**config.mk**
```make
export PLATFORM = sky130hd
export DESIGN_NAME = freq_counter_bcd
export DESIGN_NICKNAME = d
export VERILOG_FILES = /design/src/rtl/freq_counter_pkg.sv /design/src/rtl/bin2bcd_seq.sv /design/src/rtl/freq_counter_bcd.sv
export SDC_FILE = /design/constraint.sdc
export NUM_CORES = 1
export LEC_CHECK = 0
export CAP_MARGIN = 40
export CELL_PAD_IN_SITES_DETAIL_PLACEMENT = 0
export CELL_PAD_IN_SITES_GLOBAL_PLACEMENT = 2
export CORE_ASPECT_RATIO = 1.25
export CORE_MARGIN = 2
export CORE_UTILIZATION = 38
export CTS_CLUSTER_DIAMETER = 150
export CTS_CLUSTER_SIZE = 8
export DETAILED_ROUTE_END_ITERATION = 12
export PLACE_DENSITY = 0.86
export SETUP_SLACK_MARGIN = 0.05
export SLEW_MARGIN = 20
export SYNTH_ARGS = -nofsm -noshare
export SYNTH_HDL_FRONTEND = slang
export SYNTH_SLANG_ARGS = --single-unit
```
**constraint.sdc**
```tcl
create_clock -name clk -period 7.7 [get_ports clk]
set_input_delay 1.54 -clock clk [delete_from_list [all_inputs] [get_ports clk]]
set_output_delay 1.54 -clock clk [all_outputs]
set_load 0.03 [all_outputs]
```
**src/rtl/freq_counter_pkg.sv**
```systemverilog
// Shared definitions for the BCD frequency counter: edge-mode encodings,
// the conversion state type and the digit-count helper.
package freq_counter_pkg;

    // Edge selection on the mode input; the remaining code is treated as rising.
    localparam logic [1:0] MODE_RISE = 2'd0;
    localparam logic [1:0] MODE_FALL = 2'd1;
    localparam logic [1:0] MODE_BOTH = 2'd2;

    // Sequential binary-to-BCD converter states.
    typedef enum logic [1:0] {
        CONV_IDLE,
        CONV_SHIFT,
        CONV_DONE
    } conv_state_t;

    // Largest value representable with the given number of decimal digits.
    function automatic int max_count(input int digits);
        int m;
        m = 1;
        for (int i = 0; i < digits; i++) begin
            m = m * 10;
        end
        return m - 1;
    endfunction

endpackage

```
**src/rtl/bin2bcd_seq.sv**
```systemverilog
// Sequential double-dabble converter. The first shift step is folded into
// the load, so a start at cycle T gives done at cycle T+IN_BITS; bcd holds
// its value from done until the next start.
module bin2bcd_seq
    import freq_counter_pkg::*;
#(
    parameter int IN_BITS = 10,
    parameter int DIGITS  = 3
) (
    input  logic                clk,
    input  logic                reset,
    input  logic                start,
    input  logic [IN_BITS-1:0]  bin,
    output logic [4*DIGITS-1:0] bcd,
    output logic                done
);

    localparam int SR_BITS   = 4 * DIGITS + IN_BITS;
    localparam int STEP_BITS = $clog2(IN_BITS + 1);
    localparam logic [STEP_BITS-1:0] LAST_STEP = STEP_BITS'(IN_BITS - 1);

    conv_state_t          state;
    conv_state_t          state_next;
    logic [SR_BITS-1:0]   sr;
    logic [STEP_BITS-1:0] step_cnt;

    // One double-dabble iteration: add 3 to every digit >= 5, then shift left.
    function automatic logic [SR_BITS-1:0] dabble_step(input logic [SR_BITS-1:0] x);
        logic [SR_BITS-1:0] t;
        t = x;
        for (int d = 0; d < DIGITS; d++) begin
            if (t[IN_BITS+4*d +: 4] >= 4'd5) begin
                t[IN_BITS+4*d +: 4] = t[IN_BITS+4*d +: 4] + 4'd3;
            end
        end
        return {t[SR_BITS-2:0], 1'b0};
    endfunction

    // State register plus shift datapath.
    // NOTE: sequential state uses non-blocking assignments so every flop samples pre-edge values.
    always_ff @(posedge clk) begin
        if (reset) begin
            state    <= CONV_IDLE;
            sr       <= '0;
            step_cnt <= '0;
        end else begin
            state <= state_next;
            case (state)
                CONV_IDLE: begin
                    if (start) begin
                        sr       <= dabble_step({{(4*DIGITS){1'b0}}, bin});
                        step_cnt <= STEP_BITS'(1);
                    end
                end
                CONV_SHIFT: begin
                    sr       <= dabble_step(sr);
                    step_cnt <= step_cnt + 1'b1;
                end
                default: ;
            endcase
        end
    end

    // Next-state and done decode.
    // NOTE: every output of this block gets a default first so no latch is inferred.
    always_comb begin
        state_next = state;
        done       = 1'b0;
        case (state)
            CONV_IDLE:  if (start) state_next = CONV_SHIFT;
            CONV_SHIFT: if (step_cnt == LAST_STEP) state_next = CONV_DONE;
            CONV_DONE: begin
                done       = 1'b1;
                state_next = CONV_IDLE;
            end
            default:    state_next = CONV_IDLE;
        endcase
    end

    assign bcd = sr[SR_BITS-1 -: 4*DIGITS];

endmodule

```
**src/rtl/freq_counter_bcd.sv**
```systemverilog
// Multi-digit frequency counter: counts selected edges of an asynchronous
// input over a programmable gate window, then converts the snapshot to
// packed BCD while the next window is already counting.
module freq_counter_bcd
    import freq_counter_pkg::*;
#(
    parameter int          DIGITS         = 3,
    parameter int          PERIOD_BITS    = 16,
    parameter int unsigned DEFAULT_PERIOD = 1200
) (
    input  logic                   clk,
    input  logic                   reset,
    input  logic                   signal,
    input  logic [1:0]             mode,
    input  logic [PERIOD_BITS-1:0] period,
    input  logic                   period_load,
    output logic [4*DIGITS-1:0]    bcd,
    output logic                   valid,
    output logic                   overflow,
    output logic                   busy
);

    localparam int MAX_COUNT = max_count(DIGITS);
    localparam int CNT_BITS  = $clog2(MAX_COUNT + 1);
    localparam logic [CNT_BITS-1:0]    MAX_CNT      = CNT_BITS'(MAX_COUNT);
    localparam logic [PERIOD_BITS-1:0] MIN_PERIOD   = PERIOD_BITS'(CNT_BITS + 2);
    localparam logic [PERIOD_BITS-1:0] RESET_PERIOD = PERIOD_BITS'(DEFAULT_PERIOD);
    localparam logic [4*DIGITS-1:0]    ALL_NINES    = {DIGITS{4'h9}};

    logic                   sig_meta;
    logic                   sig_sync;
    logic                   sig_prev;
    logic                   rise;
    logic                   fall;
    logic                   edge_hit;
    logic [PERIOD_BITS-1:0] period_shadow;
    logic [PERIOD_BITS-1:0] period_active;
    logic [PERIOD_BITS-1:0] eff_period;
    logic [PERIOD_BITS-1:0] gate_cnt;
    logic                   gate_last;
    logic [CNT_BITS-1:0]    edge_cnt;
    logic                   win_ovf;
    logic [CNT_BITS-1:0]    snap_cnt;
    logic                   snap_ovf;
    logic                   ovf_pend;
    logic [4*DIGITS-1:0]    conv_bcd;
    logic                   conv_done;

    // Two-flop synchroniser plus a delay flop for edge detection.
    // NOTE: no reset here, so a reset can never fabricate an edge from a high input.
    always_ff @(posedge clk) begin
        sig_meta <= signal;
        sig_sync <= sig_meta;
        sig_prev <= sig_sync;
    end

    assign rise = sig_sync & ~sig_prev;
    assign fall = ~sig_sync & sig_prev;

    // Edge selection; the reserved mode code falls back to rising edges.
    always_comb begin
        edge_hit = rise;
        case (mode)
            MODE_RISE: edge_hit = rise;
            MODE_FALL: edge_hit = fall;
            MODE_BOTH: edge_hit = rise | fall;
            default:   edge_hit = rise;
        endcase
    end

    // Shadow takes loads at any time; the active period only changes on a window's first cycle.
    always_ff @(posedge clk) begin
        if (reset) begin
            period_shadow <= RESET_PERIOD;
            period_active <= RESET_PERIOD;
        end else begin
            if (period_load) period_shadow <= period;
            if (gate_cnt == '0) period_active <= period_shadow;
        end
    end

    // Short periods are clamped so each conversion ends before the next snapshot.
    assign eff_period = (period_active < MIN_PERIOD) ? MIN_PERIOD : period_active;
    assign gate_last  = (gate_cnt == eff_period - 1'b1);

    // Gate counter runs 0..P-1.
    always_ff @(posedge clk) begin
        if (reset || gate_last) gate_cnt <= '0;
        else                    gate_cnt <= gate_cnt + 1'b1;
    end

    // Running count including this cycle's edge, saturating at the display limit.
    always_comb begin
        snap_cnt = edge_cnt;
        snap_ovf = win_ovf;
        if (edge_hit) begin
            if (edge_cnt == MAX_CNT) snap_ovf = 1'b1;
            else                     snap_cnt = edge_cnt + 1'b1;
        end
    end

    // Edge counter and sticky overflow restart right after the snapshot cycle.
    always_ff @(posedge clk) begin
        if (reset || gate_last) begin
            edge_cnt <= '0;
            win_ovf  <= 1'b0;
        end else begin
            edge_cnt <= snap_cnt;
            win_ovf  <= snap_ovf;
        end
    end

    // Overflow travels alongside the conversion; busy covers the shift phase.
    always_ff @(posedge clk) begin
        if (reset) begin
            ovf_pend <= 1'b0;
            busy     <= 1'b0;
        end else if (gate_last) begin
            ovf_pend <= snap_ovf;
            busy     <= 1'b1;
        end else if (conv_done) begin
            busy     <= 1'b0;
        end
    end

    bin2bcd_seq #(
        .IN_BITS (CNT_BITS),
        .DIGITS  (DIGITS)
    ) u_bin2bcd (
        .clk   (clk),
        .reset (reset),
        .start (gate_last),
        .bin   (snap_cnt),
        .bcd   (conv_bcd),
        .done  (conv_done)
    );

    // Result registers update together with a one-cycle valid strobe.
    always_ff @(posedge clk) begin
        if (reset) begin
            bcd      <= '0;
            overflow <= 1'b0;
            valid    <= 1'b0;
        end else begin
            valid <= conv_done;
            if (conv_done) begin
                bcd      <= ovf_pend ? ALL_NINES : conv_bcd;
                overflow <= ovf_pend;
            end
        end
    end

endmodule

```
* Word-level counts from Yosys, hierarchy flattened
Index checks and enable logic that the tools add are counted.
** Word-level totals
- Flip-flop bits (word level) :: 106
- Bits in latches :: 0
- Bits in writable memories :: 0
- Memory bits (read-only) :: 0
- Input bits :: 22
- Output and inout bits :: 15
- Word-level logic and storage cells :: 68
- Memories :: 0
** Operators by class
- $add $sub $neg :: 7
- Multiply operators :: 0
- Div/mod/pow operators :: 0
- $lt $le $gt $ge :: 4
- Equality and inequality tests :: 9
- Shift-type cells :: 0
- Mux-type cells :: 20
- Bitwise operators :: 5
- Reductions and logical operators :: 7
** Operator list (count)
- $pmux 22 s2 :: 1
- $mux 22 :: 1
- $mux 10 :: 2
- $add 16x1->16 const B :: 1
- $eq 16x16->1 :: 1
- $logic_not 16->1 :: 1
- $lt 16x4->1 const B :: 1
- $mux 16 :: 1
- $sub 16x1->16 const B :: 1
- $ge 4x3->1 const B :: 3
- $mux 12 :: 1
- $mux 4 :: 3
- $add 10x1->10 const B :: 1
- $eq 10x10->1 const B :: 1
- $add 4x2->4 const B :: 2
- $pmux 4 s2 :: 1
- $mux 1 :: 5
- $add 4x1->4 const B :: 1
- $eq 2x1->1 const B :: 2
- $eq 2x2->1 const B :: 2
- $eq 4x4->1 const B :: 1
- $mux 2 :: 2
- $pmux 2 s2 :: 1
- $reduce_and 2->1 :: 2
- 11 further kinds :: 14

* Logic depth before layout (Yosys ltp)
- Depth in word-level cells :: 7
- Mapped depth :: 15
- Mapped depth without buffers :: 11

* Cells and area by module
A second synthesis with hierarchy kept.
** Second synthesis, totals
- Cells, all modules :: 579
- Area total of the unflattened synthesis :: 5197.5 sq um
** By module, submodules not included
- freq_counter_bcd :: times used 1, cells an instance 398, area each 3663.5 sq um, seq. area each 1561.5 sq um
- bin2bcd_seq :: times used 1, cells an instance 181, area each 1534.0 sq um, seq. area each 540.5 sq um

* Worst setup path after synthesis
No wires, ideal clock.
- Path kind :: reg-to-reg
- From :: register period_active[12]
- To :: register u_bin2bcd.sr[13]
- Setup time :: 0.134 ns
- Arrival time :: 4.161 ns
- Required time :: 7.566 ns
- Path slack :: 3.405 ns
- Cell stages (with the launch flop) :: 14
- Buffers on the path :: 3
- Clock period less this slack :: 4.295 ns
- Cell sequence :: dfxtp_1 -> clkbuf_1 -> or4_1 -> o41ai_1 -> ha_1 -> or3b_2 -> clkbuf_1 -> or4_4 -> nor4_2 -> o221ai_1 -> a2111o_1 -> o21bai_1 -> buf_2 -> a211oi_1
** On the way
- Longest elaborated chain between the ends :: 6
** Ends and longest elaborated chain
- start, declared :: line freq_counter_bcd.sv:37 : logic [PERIOD_BITS-1:0] period_active;
- start signal, assigned :: line freq_counter_bcd.sv:78 : if (gate_cnt == '0) period_active <= period_shadow;
- $lt 16x4->1 :: line freq_counter_bcd.sv:83 : assign eff_period = (period_active < MIN_PERIOD) ? MIN_PERIOD : period_active;
- $mux 16 * :: line freq_counter_bcd.sv:83
- $sub 16x1->16 * :: line freq_counter_bcd.sv:84 : assign gate_last = (gate_cnt == eff_period - 1'b1);
- $eq 16x16->1 * :: line freq_counter_bcd.sv:84
- $ne 2x2->1 (no line) *
- $reduce_and 2->1 (no line) *
- end signal, assigned :: line bin2bcd_seq.sv:51 : sr <= dabble_step({{(4*DIGITS){1'b0}}, bin});
- end signal, assigned :: line bin2bcd_seq.sv:56 : sr <= dabble_step(sr);
- end, declared :: line bin2bcd_seq.sv:24 : logic [SR_BITS-1:0] sr;
Every way passes the cells marked *; elsewhere a longest branch is shown, timed or not.
A chain may end at the register's enable or synchronous reset.

* Worst setup path in the final report
- From :: register period_active[4]
- To :: register u_bin2bcd.step_cnt[3]
** On the way
- Longest elaborated chain between the ends :: 6
** Ends and longest elaborated chain
- $lt 16x4->1 :: line freq_counter_bcd.sv:83
- $mux 16 * :: line freq_counter_bcd.sv:83
- $sub 16x1->16 * :: line freq_counter_bcd.sv:84
- $eq 16x16->1 * :: line freq_counter_bcd.sv:84
- $ne 2x2->1 (no line) *
- $reduce_and 2->1 (no line) *
- end signal, assigned :: line bin2bcd_seq.sv:57 : step_cnt <= step_cnt + 1'b1;
- end, declared :: line bin2bcd_seq.sv:25 : logic [STEP_BITS-1:0] step_cnt;
Marks and branches as above.

==> metrics.txt <==
Area growth, synth to finish=14.34%; fin crit period=4914 ps; aggregate global routing overflow=0; ant diodes=0; Buf/Inv on CP=0; die width=109.4 um; Max rail drop VDD=0.09701 mV; hpwl dp=8881 um; H-tree depth=3; crit path DAT=5120 ps; Pwr Total=1.135 mW; pre-CTS WS=2808 ps; hold buffer count at CTS=0; startpoint types=flip-flop; Setup Skew=14.93 ps; io pins=37; most common cell after layout, fill and taps aside=dfxtp_1; number of synthesized flops with an enable pin=0; Antenna Nets Post-Route=0; synthesized area=5279 um2; Core Box Area=13690 um2; Post-CTS Resized=0; DRC Markers=0; final setup vio count=0; Slowest Stage Delay on Critical Path=670 ps; Post-CTS Setup Inserts=0; Die H=135.8 um; Final Cycle Share=63.81%; Rows=48; Syn Inst Count=642; layout cells sized above 1=4.683%; global-route wire length before repair=21510 um; FFs w/ async S/R, synth=0%; gp weighted congestion=0.8564; CTS sink cnt=105; max_slew headroom=46.35%; DRT Wirelength=12720 um; Root Driver=clkbuf_16; global-route usage over all layers=18.48%; Mapped Avg Cell Area=8.222 um2; Top FF cell, synth=dfxtp_1; Post-Synthesis Net Count=680; met3 routed WL=341 um; starting density of the core=38.55%; FF+latch count, synth=105; CTS clock-pin slew for the worst setup and hold paths=70 ps; port buffer count=36; max-slew violations=0; Slowest-stage cell, CP=o21bai_2; Yosys cell types=54; most frequent cells in the layout=105 x dfxtp_1, 101 x nor2_1, 36 x a21oi_1; HP Class=flip-flop to flip-flop; starting DRC count in detailed routing=238; Final Util=44.08%; unrepaired setup endpoints after global routing=false; fin nets=695; initial antenna violation count=0; Fin. Hold Viols=0; leakage dissipation=2.320 nW; Die ar.=14860 um2; vias in the first global route=4389; setup_tns=0 ps; Fmax=203.5 MHz; clock buffer depth=2; wire length on met2=6397 um; max cap viols=0; Worst Setup Path Type=flip-flop to flip-flop; via count=4440; TritonCTS clock tree=yes; Via density=5.305; sequential area share after synthesis=39.82%; Multi-input gate area=2899 um2; worst setup slack after layout=2786 ps; WL met1=5641 um; Sequential Area=2102 um2; worst-margin pin slew=797.3 ps; Critical Path RT=7910 ps; CP endpoint kind=flip-flop; crit-path cells=or4_1, o41ai_1, ha_1, or3b_2, or4_4, nor4_2, o221ai_1, a2111o_1, o21bai_2, a221oi_1; uppermost layer routed=met4; worst-skew pair later-pin latency=370 ps; DR WL/cell=15.20 um; largest net degree at the start of global routing=60; Max FO, Critical Path=23; TritonCTS Buffers=9; PwrDens=188.1 nW/um2; Fillers=1396; Synth warnings=0; drt pass-1 iters=4; CP delay by family, top=compound AO/OA/AOI/OAI gates; status=completed
cell families (layout without fill, tap and decap cells):
logic type / Yosys count / in the layout / share of synthesized area [%]
and+or+nand+nor: 268 / 268 / 24.96
DFF: 105 / 105 / 39.82
buffers and inverters: 70 / 90 / 5.333
adders and majority gates: 16 / 16 / 3.792
AOI/OAI and AO/OA: 109 / 109 / 13.16
muxes: 27 / 27 / 5.143
xor gates and xnor gates: 47 / 47 / 7.798
through the flow:
step,cell area [um2],hold slack [ps],std cells
after floorplan,5279,309.6,642
after global placement,5718,313.1,818
after detailed placement,5744,316.1,820
after CTS,6031,326.9,836
after global routing,6036,338.0,837
final,6036,323.1,837
worst paths after layout:
path	startpoint	to	slack [ps]	cells after the start
setup reg to reg	period_active[4]	u_bin2bcd.step_cnt[3]	2790	10
setup / recovery	period_active[4]	u_bin2bcd.step_cnt[3]	2790	10
hold / removal	sig_meta	sig_sync	320	0
hold reg to reg	sig_meta	sig_sync	320	0
synth_stat cells, types with 9 or more instances:
master | count | area share (%)
dfxtp_1 | 105 | 40
o21ai_0 | 21 | 2.0
clkbuf_1 | 28 | 2.0
o211ai_1 | 9 | 1.3
a211oi_1 | 9 | 1.3
xnor2_1 | 25 | 4.1
ha_1 | 16 | 3.8
nand3_1 | 20 | 1.9
and3_1 | 18 | 2.1
a21oi_1 | 36 | 3.4
or3_1 | 13 | 1.5
inv_1 | 31 | 2.2
nor4_1 | 10 | 1.2
nor3_1 | 29 | 2.7
nand2_1 | 35 | 2.5
xor2_1 | 22 | 3.7
nor2_1 | 101 | 7.2
mux2i_1 | 26 | 4.9
state kept, by name, summed over array words and instances (netlist names), 2 cells and up:
name and flops:
u_bin2bcd.sr 21, u_bin2bcd.step_cnt 4, bcd 12, gate_cnt 16
edge_cnt 10, u_bin2bcd.state 2, period_active 16, period_shadow 16
cell type report:
type / instances / area share, %
multi-input combinational: 467 / 48.03
tap: 175 / 3.628
clock inverter: 7 / 1.016
sequential: 105 / 34.83
timing repair buffer: 43 / 6.841
inverter: 31 / 1.928
clock buffer: 9 / 3.731
where the power goes:
group          leakage, nW  total [mW]  switching, mW  internal (mW)
Combinational         1.32       0.105         0.0572         0.0474
Clock                0.146       0.456          0.229          0.227
Sequential           0.853       0.575         0.0175          0.557
metal layers:
metal	global-route usage [%]	vias to the layer above
met1	21.74	2102
met2	32.51	56
li1	-	2259
met3	3.175	23
met5	0	-
met4	8.017	0
Note: power is estimated with default switching activity, not from simulation.
